===== config.mk =====
export PLATFORM = sky130hd
export DESIGN_NAME = fifo_uart_tx
export DESIGN_NICKNAME = d
export VERILOG_FILES = /design/src/rtl/fifo_uart_tx_pkg.sv /design/src/rtl/fifo_uart_tx_baud_tick.sv /design/src/rtl/fifo_uart_tx.sv
export SDC_FILE = /design/constraint.sdc
export NUM_CORES = 1
export LEC_CHECK = 0
export ABC_AREA = 1
export CAP_MARGIN = 20
export CORE_MARGIN = 2
export CORE_UTILIZATION = 45
export DETAILED_ROUTE_END_ITERATION = 12
export PLACE_DENSITY = 0.67
export SLEW_MARGIN = 20
export SYNTH_ARGS = -nofsm -noshare
export SYNTH_HDL_FRONTEND = slang
export SYNTH_SLANG_ARGS = --single-unit

===== constraint.sdc =====
create_clock -name clk_actual -period 1.8 [get_ports clk_actual]
set_input_delay 0.18 -clock clk_actual [delete_from_list [all_inputs] [get_ports clk_actual]]
set_output_delay 0.18 -clock clk_actual [all_outputs]
set_load 0.02 [all_outputs]

===== src/rtl/fifo_uart_tx_pkg.sv =====
// fifo_uart_tx_pkg
//   Shared definitions for the FIFO-fed 8N1 UART transmitter.
//   - Default frame payload width (kept common with the byte FIFO),
//     default bit period and bit-period counter width.
//   - Transmitter state encoding.
//   - Small helper used by the top level to decide when the bit-period
//     counter runs.
package fifo_uart_tx_pkg;

  // Payload width shared with the byte FIFO's data_width.
  localparam int default_data_width = 8;
  // 50 MHz system clock / 9600 baud.
  localparam int default_clk_div    = 5208;
  // Bit-period counter width; default_clk_div-1 must fit.
  localparam int default_div_width  = 16;

  // Transmitter states.
  // IDLE, REQ and WAIT form the inter-frame gap.
  // START, DATA and STOP put the frame on the line.
  typedef enum logic [2:0] {
    IDLE  = 3'd0,
    REQ   = 3'd1,
    WAIT  = 3'd2,
    START = 3'd3,
    DATA  = 3'd4,
    STOP  = 3'd5
  } tx_state_t;

  // True while a serial bit period is being timed.
  // The bit-period counter is held at zero in every other state.
  function automatic logic is_frame_state(input tx_state_t s);
    return (s == START) || (s == DATA) || (s == STOP);
  endfunction

endpackage


===== src/rtl/fifo_uart_tx_baud_tick.sv =====
// baud_tick
//   Bit-period timer for the UART transmitter.
//   While run=1 it counts 0..clk_div-1 and wraps to 0.
//   It is held at 0 when run=0 or rst=1.
//   clk_div must be at least 2, so that tick_next and tick fall on
//   different cycles.
// Ports
//   clk_actual  in   system clock, posedge
//   rst         in   synchronous active-high reset
//   run         in   1 = count, 0 = hold counter at zero
//   tick        out  high on the last count of a bit period
//   tick_next   out  high one cycle before tick; lets the top level register
//                    a pulse that lines up with the last cycle of a bit
module baud_tick #(
  parameter int clk_div   = fifo_uart_tx_pkg::default_clk_div,
  parameter int div_width = fifo_uart_tx_pkg::default_div_width
) (
  input  logic clk_actual,
  input  logic rst,
  input  logic run,
  output logic tick,
  output logic tick_next
);

  localparam logic [div_width-1:0] last_count = div_width'(clk_div - 1);
  localparam logic [div_width-1:0] prev_count = div_width'(clk_div - 2);

  logic [div_width-1:0] count;

  // Bit-period counter: free-runs over one bit period while run is high.
  always_ff @(posedge clk_actual) begin
    if (rst) begin
      count <= '0;
    end else if (!run) begin
      count <= '0;
    end else if (count == last_count) begin
      count <= '0;
    end else begin
      count <= count + div_width'(1);
    end
  end

  assign tick      = run && (count == last_count);
  assign tick_next = run && (count == prev_count);

endmodule


===== src/rtl/fifo_uart_tx.sv =====
// fifo_uart_tx
//   Read side of the byte FIFO.
//   Whenever the FIFO is non-empty and transmission is enabled, the block
//   pops one byte and sends it as an 8N1 frame, LSB first.
//   A frame is one start bit (0), data_width data bits and one stop bit (1).
//   Each bit lasts clk_div cycles of clk_actual.
//   The FIFO must register data_out on the same edge that samples the read
//   strobe, so the byte is valid during WAIT.
// Ports
//   clk_actual  in   system clock, posedge
//   rst         in   synchronous active-high reset; aborts a frame in flight
//   tx_enable   in   1 = may start new frames; 0 = finish current frame, idle
//   fifo_empty  in   FIFO empty flag, sampled only in IDLE
//   fifo_data   in   FIFO data_out, valid one cycle after the read strobe
//   fifo_read   out  one-cycle read strobe per frame
//   tx          out  serial line, idle high, registered
//   busy        out  high from REQ through the end of STOP
//   frame_done  out  one-cycle pulse on the last cycle of the stop bit
//   byte_count  out  frames completed since reset, modulo 256
module fifo_uart_tx
  import fifo_uart_tx_pkg::*;
#(
  parameter int data_width = default_data_width,
  parameter int clk_div    = default_clk_div,
  parameter int div_width  = default_div_width
) (
  input  logic                  clk_actual,
  input  logic                  rst,
  input  logic                  tx_enable,
  input  logic                  fifo_empty,
  input  logic [data_width-1:0] fifo_data,
  output logic                  fifo_read,
  output logic                  tx,
  output logic                  busy,
  output logic                  frame_done,
  output logic [7:0]            byte_count
);

  localparam int idx_width = (data_width > 1) ? $clog2(data_width) : 1;
  localparam logic [idx_width-1:0] last_idx = idx_width'(data_width - 1);

  tx_state_t             state;
  logic [data_width-1:0] shift;
  logic [idx_width-1:0]  bit_idx;
  logic                  run;
  logic                  tick;
  logic                  tick_next;

  assign run = is_frame_state(state);

  baud_tick #(
    .clk_div   (clk_div),
    .div_width (div_width)
  ) u_baud_tick (
    .clk_actual (clk_actual),
    .rst        (rst),
    .run        (run),
    .tick       (tick),
    .tick_next  (tick_next)
  );

  // Transmit FSM with registered line, strobe and status outputs.
  always_ff @(posedge clk_actual) begin
    if (rst) begin
      state      <= IDLE;
      tx         <= 1'b1;
      fifo_read  <= 1'b0;
      busy       <= 1'b0;
      frame_done <= 1'b0;
      byte_count <= 8'd0;
      shift      <= '0;
      bit_idx    <= '0;
    end else begin
      // Both strobes are single-cycle.
      // They default low and are raised only on the edge that enters the
      // cycle they mark.
      fifo_read  <= 1'b0;
      frame_done <= 1'b0;

      case (state)
        IDLE: begin
          tx <= 1'b1;
          // fifo_empty is trusted only here.
          // Once REQ is entered, the pop has been committed.
          if (tx_enable && !fifo_empty) begin
            state     <= REQ;
            fifo_read <= 1'b1;
            busy      <= 1'b1;
          end else begin
            state <= IDLE;
            busy  <= 1'b0;
          end
        end

        REQ: begin
          // The FIFO pops on this cycle's closing edge.
          // Its data_out becomes valid during WAIT.
          state <= WAIT;
        end

        WAIT: begin
          shift   <= fifo_data;
          bit_idx <= '0;
          tx      <= 1'b0;
          state   <= START;
        end

        START: begin
          if (tick) begin
            tx      <= shift[0];
            bit_idx <= '0;
            state   <= DATA;
          end else begin
            state <= START;
          end
        end

        DATA: begin
          if (tick) begin
            if (bit_idx == last_idx) begin
              tx    <= 1'b1;
              state <= STOP;
            end else begin
              // The next line level is the bit that the shift is about to
              // move into position 0.
              tx      <= shift[1];
              shift   <= shift >> 1;
              bit_idx <= bit_idx + idx_width'(1);
              state   <= DATA;
            end
          end else begin
            state <= DATA;
          end
        end

        STOP: begin
          tx <= 1'b1;
          if (tick_next) begin
            frame_done <= 1'b1;
          end else begin
            frame_done <= 1'b0;
          end
          if (tick) begin
            busy       <= 1'b0;
            byte_count <= byte_count + 8'd1;
            state      <= IDLE;
          end else begin
            state <= STOP;
          end
        end

        default: begin
          // Unreachable encodings recover to a quiet idle line.
          tx    <= 1'b1;
          busy  <= 1'b0;
          state <= IDLE;
        end
      endcase
    end
  end

endmodule


Word-level counts from Yosys, hierarchy flattened:

Cells that the tools add are included.
W data, S select, Z words.

* bits in registers: 42
* input bits: 12
* output and inout bits: 12
* logic and storage cells: 68

* $add $sub $neg: 3
* equality and inequality tests: 12
* muxes and demuxes: 21
* bitwise logic cells: 5
* reductions and logical operators: 18

Operators by type and width (number)
* $eq A16 B13 Y1 const B: 2
* $mux W3: 6
* $pmux W3 S6: 1
* $add A16 B1 Y16 const B: 1
* $mux W8: 2
* $pmux W8 S2: 1
* $eq A3 B3 Y1 const B: 3
* $pmux W3 S3: 1
* $add A8 B1 Y8 const B: 1
* $mux W1: 8
* $ne A2 B2 Y1 const B: 4
* $eq A3 B2 Y1 const B: 2
* $reduce_and A3 Y1: 2
* $not A1 Y1: 5
* $pmux W1 S4: 1
* $reduce_and A2 Y1: 2
* $reduce_and A4 Y1: 1
* $reduce_or A2 Y1: 2
* $reduce_or A4 Y1: 1
* $add A3 B1 Y3 const B: 1
* $eq A3 B1 Y1 const B: 1
* $logic_and A1 B1 Y1: 3
* $logic_not A3 Y1: 1
* $pmux W1 S3: 1
* 5 further kinds: 6

Logic depth before layout (Yosys ltp):

Gate-level depths: netlist of run 1.

* depth in word-level cells: 6
* depth in mapped cells: 10
* gate-level depth less buffers: 10

Modules after synthesis:

Synthesis of run 1 repeated with hierarchy kept, for this count alone.

* cells, all modules: 332
* area total of the unflattened synthesis: 2229.6 um^2

Modules (own cells, without submodules)
* fifo_uart_tx: instances 1, cells an instance 189, area an instance 1308.8 um^2, seq. area each 520.5 um^2
* baud_tick: instances 1, cells an instance 143, area an instance 920.9 um^2, seq. area each 320.3 um^2

Worst setup path before layout of run 1:

OpenSTA, ideal clock, no wires.

* path type: register to register
* start point: reg u_baud_tick.count[0]
* end point: reg shift[1]
* setup time: 0.132 ns
* data arrival time: 1.292 ns
* data required time: 1.668 ns
* slack: 0.376 ns
* cell stages (with the launch flop): 9
* path buffers: 0
* period minus slack after synthesis: 1.424 ns
* path through: dfxtp_1 ha_1 nand3_1 nor2_1 nand2_1 nand2_2 nand2_4 nand2_1 a21oi_1

* longest elaborated chain between the ends: 4

RTL lines
* start, declared: line fifo_uart_tx_baud_tick.sv:28 `logic [div_width-1:0] count;`
* start signal, assigned: line fifo_uart_tx_baud_tick.sv:39 `count <= count + div_width'(1);`
* $eq A16 B13 Y1: line fifo_uart_tx_baud_tick.sv:43 `assign tick = run && (count == last_count);`
* $logic_and A1 B1 Y1: line fifo_uart_tx_baud_tick.sv:43
* $ne A2 B2 Y1 (no source line)
* $reduce_and A3 Y1 (no source line)
* end signal, assigned: line fifo_uart_tx.sv:102 `shift <= fifo_data;`
* end signal, assigned: line fifo_uart_tx.sv:127 `shift <= shift >> 1;`
* end, declared: line fifo_uart_tx.sv:43 `logic [data_width-1:0] shift;`

No other way between the ends.
A chain may end at the register's enable or synchronous reset.

Worst setup path in the final report of run 1:

* start point: reg u_baud_tick.count[0]
* end point: reg byte_count[1]

* longest elaborated chain between the ends: 3

RTL lines
* $eq A16 B13 Y1: line fifo_uart_tx_baud_tick.sv:43
* $logic_and A1 B1 Y1: line fifo_uart_tx_baud_tick.sv:43
* $reduce_and A2 Y1 (no source line)
* end signal, assigned: line fifo_uart_tx.sv:145 `byte_count <= byte_count + 8'd1;`
* end, declared: line fifo_uart_tx.sv:36 `output logic [7:0] byte_count`

No other way between the ends.

==> impl_metrics.py, run 1 <==
metrics = {
    "place": {
        "hpwl_um": 3163,
        "dpl_cell_area_mm2": 0.002480,
        "port_buffers": 23,
        "post-place-ws_ns": 0.1550,
        "dp.cells": 408,
        "routabilityCongestion": 0.8046,
    },
    "setup_path": {
        "arrival_ns": 1.83,
        "crit_chain": "ha_1, nand3_1, inv_1, nand2_1, nor2_4, nand2_4, inv_4, nand2_1, a21oi_1",
        "slowest_delay_ns": 0.38,
        "cp-end-kind": "flop",
        "cp_common_cell": "nand2_1",
        "worstSetupPathType": "flop to flop",
        "cp.required_ns": 2.03,
        "cpMaxStageDelayCell": "dfxtp_1",
        "start_kind": "flop",
        "cp_max_fo": 9,
    },
    "sta": {
        "min_period_ns": 1.600,
        "worst_slew_pin_slew_ns": 0.3752,
        "hold_viol": 0,
        "setup_ws_ns": 0.1997,
        "min_period_over_period": 0.8890,
        "timing.hold.ws_ns": 0.4611,
        "max_freq_mhz": 624.9,
        "slew_violations": 0,
        "setup_viol": 0,
        "setup_tns_ns": 0,
        "skew_ns": 0.008758,
        "slew_headroom": 0.7485,
        "rsz0062_at_grt": "false",
    },
    "finish": {
        "finalNetCount": 365,
        "design_area_mm2": 0.002600,
        "fin_util": 0.5505,
        "antenna-diode-count": 0,
        "syn_to_final_growth_pct": 18.61,
        "layout-drive-gt1-share": 0.07184,
        "finalNonFillerCells": 415,
    },
    "detailed_routing": {
        "vias_per_cell": 4.713,
        "dr_wl_met2_um": 1936,
        "top_layer": "met4",
        "met1_length_um": 2059,
        "wl_per_cell_um": 10.24,
        "first_pass_iters": 4,
        "drc": 0,
        "ant_nets": 0,
        "drt_iter0_drc": 88,
        "drt_wl_total_um": 4251,
        "route.met3.wl_um": 213,
        "num_vias": 1956,
    },
    "clocking": {
        "clock_latency_ns": 0.29,
        "path_clk_slew_ns": 0.08,
        "post_cts_buffers": 0,
        "clockBufferDepth": 2,
        "cts_max_level": 2,
        "clock-sinks": 42,
        "cts_root_buffer": "clkbuf_8",
        "cts_tree": "built",
        "cts_repair_resize_count": 0,
        "cts_made_buffers": 5,
        "postCtsHoldBufs": 0,
    },
    "synthesis": {
        "synth_top_area_share": 0.3836,
        "ys_types": 25,
        "post_synth.cell_area_avg_um2": 6.829,
        "synth-seq-cells": 42,
        "synth_top_family_by_area": "simple AND/OR/NAND/NOR gates",
        "syn_nets": 338,
        "synth_cells": 321,
        "synth.area.top_cells": "dfxtp_1 (38%), nand2_1 (18%), nand3_1 (6.4%), inv_1 (6.0%), nor2_1 (6.0%)",
        "synthAdderAreaFrac": 0.02854,
        "yosys.area_share.xor_xnor": 0.05194,
        "yosysSeqAreaShare": 0.3836,
        "synth_compound_area_frac": 0.05936,
        "synthMuxAreaShare": 0,
        "synth_area_mm2": 0.002192,
        "yosys_warnings": 0,
        "synth_area_leader_cell": "dfxtp_1",
        "synth_simple_gate_area_frac": 0.3933,
    },
    "floorplan": {
        "dieWidth_um": 73.80,
        "core-area_mm2": 0.004723,
        "die_area_mm2": 0.005446,
        "fp.dieH_um": 73.80,
        "num_io_pins": 24,
        "fp-row-count": 25,
        "initial_core_util": 0.4641,
    },
    "grt": {
        "grt_antenna_before_repair": 0,
        "grt_max_degree": 23,
        "grt_pass1_wl_um": 7113,
        "gr-usage-all-layers": 0.1682,
        "gr-total-overflow": 0,
        "grt_pass1_vias": 1635,
    },
    "hold_path": {
        "min_path_type": "flop to flop",
    },
    "power_and_ir_drop": {
        "p_leak_nw": 1.079,
        "ir_worst_vdd_mv": 0.4440,
        "finalPower_mw": 1.889,
        "powerDensity_mw_per_mm2": 726.6,
    },
    "run_status": {
        "status": "completed",
    },
    "job": {
        "drv_cap": 0,
    },
}
==> registers in the layout, indices dropped and copies added, names as in the netlist <==
| name | flops |
|---|---|
| u_baud_tick.count | 16 |
| byte_count | 8 |
| shift | 8 |
| bit_idx | 3 |
| state | 3 |
| busy | 1 |
| fifo_read | 1 |
| frame_done | 1 |
| tx | 1 |
==> final timing paths <==
path | start | endpoint | slack, ns | cells after the start
worst min register to register | shift[4] | shift[4] | 0.46 | 2
worst min-delay path | shift[4] | shift[4] | 0.46 | 2
worst max register to register | u_baud_tick.count[0] | byte_count[1] | 0.20 | 9
worst max-delay path | u_baud_tick.count[0] | byte_count[1] | 0.20 | 9
==> placed cells by master (no fill, tap or decap), drive strengths merged <==
master	count
or2	1
xor2	11
nand4	6
nor2	40
xnor2	2
clkbuf	6
a21oi	22
buf	2
nand3	28
dfxtp	42
nor3	9
ha	5
nand3b	1
nor3b	1
nand2	107
bufinv	1
clkdlybuf4s50	23
o21ai	4
inv	37
==> layout make-up <==
class                           instances  area, um^2
Inverter                               37       141.4
Timing Repair Buffer                   25       245.2
Clock buffer                            6       82.58
Multi-Input combinational cell        237        1176
Tap cell                               67       83.83
Sequential cell                        42       840.8
Fill cell                             465        2123
Clock inverter                          1       30.03
==> metal layers <==
metal  global-route usage  up-vias
met5                    0        -
met4              0.06061        0
met1               0.2273      839
met2               0.2599       43
met3              0.04115        4
li1                     -     1070
==> logic make-up after synthesis <==
family	count (synthesis)
xor+xnor	13
buf+inv	42
fa+ha+maj	5
simple gates	193
flops	42
compound gates	26
==> critical path: cells and delay by family, from the launching register on <==
family	cells	cell delay [ns]
and+or+nand+nor	5	0.61
DFF	1	0.38
adders and majority gates	1	0.27
buffers and inverters	2	0.18
AOI/OAI and AO/OA	1	0.11
==> Yosys cell counts, drive strengths merged <==
cell and number:
or2 1, a21oi 22, nor3b 1, clkbuf 2, nand4 6, o21ai 4, nand2 107, xor2 11
buf 3, nor2 40, dfxtp 42, inv 37, nand3b 1, nor3 9, ha 5, xnor2 2
nand3 28
==> power by group <==
group,switching (mW),internal (mW),total (mW),leakage [nW]
clock network,0.311,0.444,0.755,0.0573
registers,0.0180,0.953,0.971,0.339
logic,0.0897,0.0728,0.163,0.682
(Power assumes the default switching activity.)
==> run 2, diff against run 1 <==
--- a/config.mk
+++ b/config.mk
@@ -7,11 +7,10 @@
 export LEC_CHECK = 0
 export ABC_AREA = 1
 export CAP_MARGIN = 20
-export CORE_MARGIN = 2
+export CORE_ASPECT_RATIO = 1.25
 export CORE_UTILIZATION = 45
 export DETAILED_ROUTE_END_ITERATION = 12
 export PLACE_DENSITY = 0.67
-export SLEW_MARGIN = 20
 export SYNTH_ARGS = -nofsm -noshare
 export SYNTH_HDL_FRONTEND = slang
 export SYNTH_SLANG_ARGS = --single-unit
==> impl_metrics.py, run 2 (synthesis gave the netlist of run 1 again) <==
metrics = {
    "setup_path": {
        "cpMaxStageDelayCell": "dfxtp_1",
        "worstSetupStartpoint": "u_baud_tick.count[0]",
        "cp-end-kind": "flop",
        "timing.rr.start": "u_baud_tick.count[0]",
        "arrival_ns": 1.84,
        "cp_common_cell": "nand2_1",
        "start_kind": "flop",
        "slowest_delay_ns": 0.38,
        "cp_max_fo": 9,
        "cp.required_ns": 2.03,
        "worstSetupPathType": "flop to flop",
        "crit_chain": "ha_1, nand3_1, inv_1, nand2_1, nor2_4, nand2_4, inv_4, nand2_1, a21oi_1",
    },
    "grt": {
        "grt_pass1_vias": 1889,
        "grt_max_degree": 18,
        "gr-usage-all-layers": 0.1913,
        "grt_antenna_before_repair": 0,
        "gr-total-overflow": 0,
        "grt_pass1_wl_um": 7741,
    },
    "detailed_routing": {
        "first_pass_iters": 4,
        "wl_per_cell_um": 10.76,
        "num_vias": 1975,
        "drt_wl_total_um": 4422,
        "vias_per_cell": 4.805,
        "drc": 0,
        "ant_nets": 0,
        "drt_iter0_drc": 90,
    },
    "floorplan": {
        "fp-row-count": 28,
        "fp.dieH_um": 80.04,
        "core-area_mm2": 0.004695,
        "initial_core_util": 0.4670,
        "die_area_mm2": 0.005156,
        "num_io_pins": 24,
        "dieWidth_um": 64.43,
    },
    "finish": {
        "syn_to_final_growth_pct": 18.72,
        "final_cell_mix": "nand2_1 (102), dfxtp_1 (42), inv_1 (35), nor2_1 (35), nand3_1 (28)",
        "layout-drive-gt1-share": 0.07977,
        "largest_reg_flops": 16,
        "n_fill_cell": 485,
        "finalNetCount": 367,
        "multi_input_area_mm2": 0.001176,
        "largest_register": "u_baud_tick.count",
        "fin_util": 0.5544,
        "antenna-diode-count": 0,
        "final_common_cell": "nand2_1",
        "finalNonFillerCells": 411,
        "design_area_mm2": 0.002603,
        "regArea_um2": 840.8,
        "reg_top3": "u_baud_tick.count (16), byte_count (8), shift (8)",
    },
    "sta": {
        "hold_viol": 0,
        "slew_headroom": 0.7548,
        "setup_viol": 0,
        "worst_slew_pin_slew_ns": 0.3658,
        "setup_tns_ns": 0,
        "rsz0062_at_grt": "false",
        "max_freq_mhz": 621.5,
        "slew_violations": 0,
        "skew_ns": 0.005140,
        "min_period_ns": 1.609,
        "min_period_over_period": 0.8938,
    },
    "clocking": {
        "cts_tree": "built",
        "clock_latency_ns": 0.29,
        "path_clk_slew_ns": 0.08,
        "cts_max_level": 2,
        "cts_made_buffers": 5,
        "clock-sinks": 42,
        "cts_root_buffer": "clkbuf_8",
        "clockBufferDepth": 2,
    },
    "place": {
        "dpl_cell_area_mm2": 0.002486,
        "routabilityCongestion": 0.7998,
        "hpwl_um": 3366,
        "port_buffers": 23,
        "dp.cells": 403,
    },
    "power_and_ir_drop": {
        "finalPower_mw": 1.872,
        "powerDensity_mw_per_mm2": 719.5,
        "p_leak_nw": 1.090,
        "ir_worst_vdd_mv": 0.4729,
    },
    "job": {
        "drv_cap": 0,
    },
    "hold_path": {
        "hp-start": "shift[5]",
        "min_path_type": "flop to flop",
    },
    "run_status": {
        "status": "completed",
    },
}
## run 2: layer usage
| metal | vias up | track usage | share of wire |
|---|---|---|---|
| li1 | 1071 | - | - |
| met2 | 30 | 0.3642 | 0.51 |
| met1 | 868 | 0.2076 | 0.44 |
| met5 | - | 0 | 0 |
| met4 | 0 | 0.07333 | 0.017 |
| met3 | 6 | 0.03000 | 0.030 |
## run 2: worst paths after layout
| path | to | slack, ns | cells past startpoint |
|---|---|---|---|
| worst min register to register | shift[5] | 0.46 | 2 |
| worst min-delay path | shift[5] | 0.46 | 2 |
| worst max-delay path | byte_count[0] | 0.19 | 9 |
| worst max register to register | byte_count[0] | 0.19 | 9 |
## run 2: report_power, final
group / total (mW) / internal, mW / switching, mW / leakage (nW)
Combinational: 0.166 / 0.0742 / 0.0915 / 0.693
Sequential: 0.971 / 0.953 / 0.0182 / 0.339
Clock: 0.735 / 0.408 / 0.327 / 0.0579
## run 2: through the flow
| step | hold WS (ns) | setup WS (ns) |
|---|---|---|
| after floorplan | 0.2491 | 0.3757 |
| after global placement | 0.4439 | 0.2235 |
| after detailed placement | 0.4486 | 0.1597 |
| after CTS | 0.4676 | 0.1577 |
| after global routing | 0.4966 | 0.01361 |
| final | 0.4636 | 0.1911 |
## run 2: timing repair
action	4_1_cts	5_1_grt
gates resized for setup	0	2
hold buffers	0	0
endpoints found under the setup margin	0	8
setup buffers	0	0
## run 2: layout make-up
type | instances | share of cell area
Inverter | 37 | 0.05433
Sequential cell | 42 | 0.3231
Clock buffer | 5 | 0.02644
Multi-Input combinational cell | 237 | 0.4519
Clock inverter | 3 | 0.01538
Timing Repair Buffer | 27 | 0.1000
Tap cell | 60 | 0.02885
## run 2: critical path, delay by kind of cell, from the launching register on
family                   cells  cell delay [ns]
buffers and inverters        2             0.17
AND/OR/NAND/NOR              5             0.60
flip-flops                   1             0.38
AO/OA/AOI/OAI                1             0.13
adder cells (fa/ha/maj)      1             0.25
==> run 3, diff against run 2 <==
--- a/config.mk
+++ b/config.mk
@@ -10,7 +10,9 @@
 export CORE_ASPECT_RATIO = 1.25
 export CORE_UTILIZATION = 45
 export DETAILED_ROUTE_END_ITERATION = 12
+export HOLD_SLACK_MARGIN = 0.15
 export PLACE_DENSITY = 0.67
 export SYNTH_ARGS = -nofsm -noshare
 export SYNTH_HDL_FRONTEND = slang
+export SYNTH_HIERARCHICAL = 1
 export SYNTH_SLANG_ARGS = --single-unit
==> constraint.sdc (replaced) <==
create_clock -name clk_actual -period 1.8 [get_ports clk_actual]
set_input_delay 0.27 -clock clk_actual [delete_from_list [all_inputs] [get_ports clk_actual]]
set_output_delay 0.27 -clock clk_actual [all_outputs]
set_load 0.02 [all_outputs]
==> impl_metrics.py, run 3 <==
metrics = {
    "run_status": {
        "status": "completed",
    },
    "synthesis": {
        "synth_flop_cell": "dfxtp_1",
        "synth_top_area_share": 0.3771,
        "synth_cells": 332,
        "syn_nets": 349,
        "synth-seq-cells": 42,
        "post_synth.cell_area_avg_um2": 6.716,
        "synthTopCellsByCount": "nand2_1 (93), nor2_1 (45), dfxtp_1 (42)",
        "synth.area.top_cells": "dfxtp_1 (38%), nand2_1 (16%), nor2_1 (7.6%), inv_1 (6.6%), a21oi_1 (6.3%)",
        "postSynth.asyncResetShare": 0,
        "synth-edff-count": 0,
        "yosys_warnings": 6,
        "synth_most_common_cell": "nand2_1",
        "synth_area_mm2": 0.002230,
        "synth_area_leader_cell": "dfxtp_1",
        "ys_types": 29,
        "yosysSeqAreaShare": 0.3771,
    },
    "sta": {
        "max_freq_mhz": 611.1,
        "slew_headroom": 0.8015,
        "min_period_ns": 1.636,
        "setup_viol": 0,
        "skew_ns": 0.003505,
        "worst_slew_pin_slew_ns": 0.2966,
        "setup_tns_ns": 0,
        "min_period_over_period": 0.9091,
        "hold_viol": 0,
        "rsz0062_at_grt": "false",
        "slew_violations": 0,
    },
    "setup_path": {
        "cp-end-kind": "flop",
        "cp_max_fo": 6,
        "worstSetupPathType": "flop to flop",
        "arrival_ns": 1.81,
        "start_kind": "flop",
        "cp.required_ns": 1.98,
    },
    "detailed_routing": {
        "vias_per_cell": 4.870,
        "ant_nets": 0,
        "drt_iter0_drc": 98,
        "num_vias": 2065,
        "first_pass_iters": 4,
        "drc": 0,
        "wl_per_cell_um": 10.77,
        "drt_wl_total_um": 4566,
    },
    "grt": {
        "gr-total-overflow": 0,
        "grt_pass1_vias": 1802,
        "grt_pass1_wl_um": 7714,
        "grt_antenna_before_repair": 0,
        "grt_max_degree": 17,
        "gr-usage-all-layers": 0.1909,
    },
    "clocking": {
        "path_clk_slew_ns": 0.07,
        "postCtsHoldBufs": 0,
        "cts_tree": "built",
        "cts_max_level": 2,
        "clockBufferDepth": 2,
        "cts_made_buffers": 5,
        "cts_root_buffer": "clkbuf_8",
        "clock_latency_ns": 0.28,
        "clock-sinks": 42,
    },
    "floorplan": {
        "initial_core_util": 0.4680,
        "num_io_pins": 24,
        "core-area_mm2": 0.004765,
        "fp.dieH_um": 80.70,
        "die_area_mm2": 0.005242,
        "dieWidth_um": 64.96,
        "fp-row-count": 28,
    },
    "finish": {
        "final_common_cell": "nand2_1",
        "layout-drive-gt1-share": 0.1154,
        "finalNetCount": 382,
        "reg_top3": "u_baud_tick/count (16), byte_count (8), shift (8)",
        "n_fill_cell": 502,
        "final_cell_mix": "nand2_1 (93), nor2_1 (42), dfxtp_1 (39)",
        "largest_reg_flops": 16,
        "syn_to_final_growth_pct": 18.91,
        "antenna-diode-count": 0,
        "largest_register": "u_baud_tick/count",
    },
    "place": {
        "routabilityCongestion": 0.8579,
        "hpwl_um": 3479,
        "port_buffers": 23,
    },
    "job": {
        "drv_cap": 0,
    },
    "power_and_ir_drop": {
        "finalPower_mw": 1.717,
        "p_leak_nw": 0.9868,
        "powerDensity_mw_per_mm2": 647.5,
        "ir_worst_vdd_mv": 0.4715,
    },
    "hold_path": {
        "min_path_type": "flop to flop",
    },
}
[run 3: cell count changes after synthesis, moves of 4 or more]
cell / change
nand2_1: -10
nor2_1: +10
xor2_1: -10
a21oi_1: +6
o21ai_0: +6
inv_1: +4
nor3_1: -4
[run 3: logic make-up (layout without fill, tap and decap cells)]
| family | Yosys count | after routing | share of synthesized area |
|---|---|---|---|
| AO/OA/AOI/OAI | 44 | 44 | 0.1061 |
| XOR/XNOR | 3 | 3 | 0.01179 |
| adder cells (fa/ha/maj) | 5 | 5 | 0.02806 |
| buffers and inverters | 47 | 79 | 0.09203 |
| flip-flops | 42 | 42 | 0.3771 |
| AND/OR/NAND/NOR | 191 | 191 | 0.3850 |
[run 3: layout make-up]
cell class                      instances  area, um^2  share of cell area
Inverter                               41       156.4             0.05899
Timing Repair Buffer                   32       297.8              0.1123
Clock buffer                            6       82.58             0.03115
Tap cell                               60       75.07             0.02832
Sequential cell                        42       844.6              0.3185
Multi-Input combinational cell        243        1195              0.4507
[run 3: critical path, stage by stage, from the launching register on]
cell,delay [ns]
dfxtp_1,0.35
inv_1,0.09
nand4_1,0.11
nor2_2,0.15
nand3_1,0.10
nor2_2,0.12
inv_2,0.05
buf_4,0.16
nand4_1,0.12
o21ai_0,0.09
o21ai_0,0.14
inv_1,0.05
[run 3: per-layer routing]
layer  wire (um)  track usage
met5           0            0
met2        2306       0.3365
met3         130      0.04972
met4          77      0.07778
met1        2052       0.2159
[run 3: metrics by stage]
stage | hold slack, ns | utilization | cell area, um^2 | worst slack, ns | instances
floorplan | 0.4174 | - | 2230 | 0.03584 | 332
global placement | 0.4494 | 0.5344 | 2546 | 0.1243 | 417
detailed placement | 0.4510 | 0.5344 | 2546 | 0.08945 | 417
CTS | 0.4623 | 0.5517 | 2629 | 0.07373 | 423
global route | 0.4873 | 0.5565 | 2651 | 0.008660 | 424
finish | 0.4622 | 0.5565 | 2651 | 0.1636 | 424
[run 3: where the power goes]
part / internal, mW / switching, mW / total (mW)
Sequential: 0.954 / 0.0161 / 0.970
Clock: 0.296 / 0.287 / 0.582
Combinational: 0.0738 / 0.0911 / 0.165
Total: 1.32 / 0.394 / 1.72
[run 3: worst paths after layout]
check,start,endpoint,slack (ns),cells after the start
setup reg to reg,u_baud_tick/count[9],state[2],0.16,11
hold / removal,shift[2],shift[2],0.46,2
setup / recovery,u_baud_tick/count[9],state[2],0.16,11
hold reg to reg,shift[2],shift[2],0.46,2
[run 3: what timing repair did]
item                                    CTS  global route
endpoints found under the hold margin     0             0
gates resized for setup                   0             8
endpoints found under the setup margin    0            21
setup buffers                             0             1
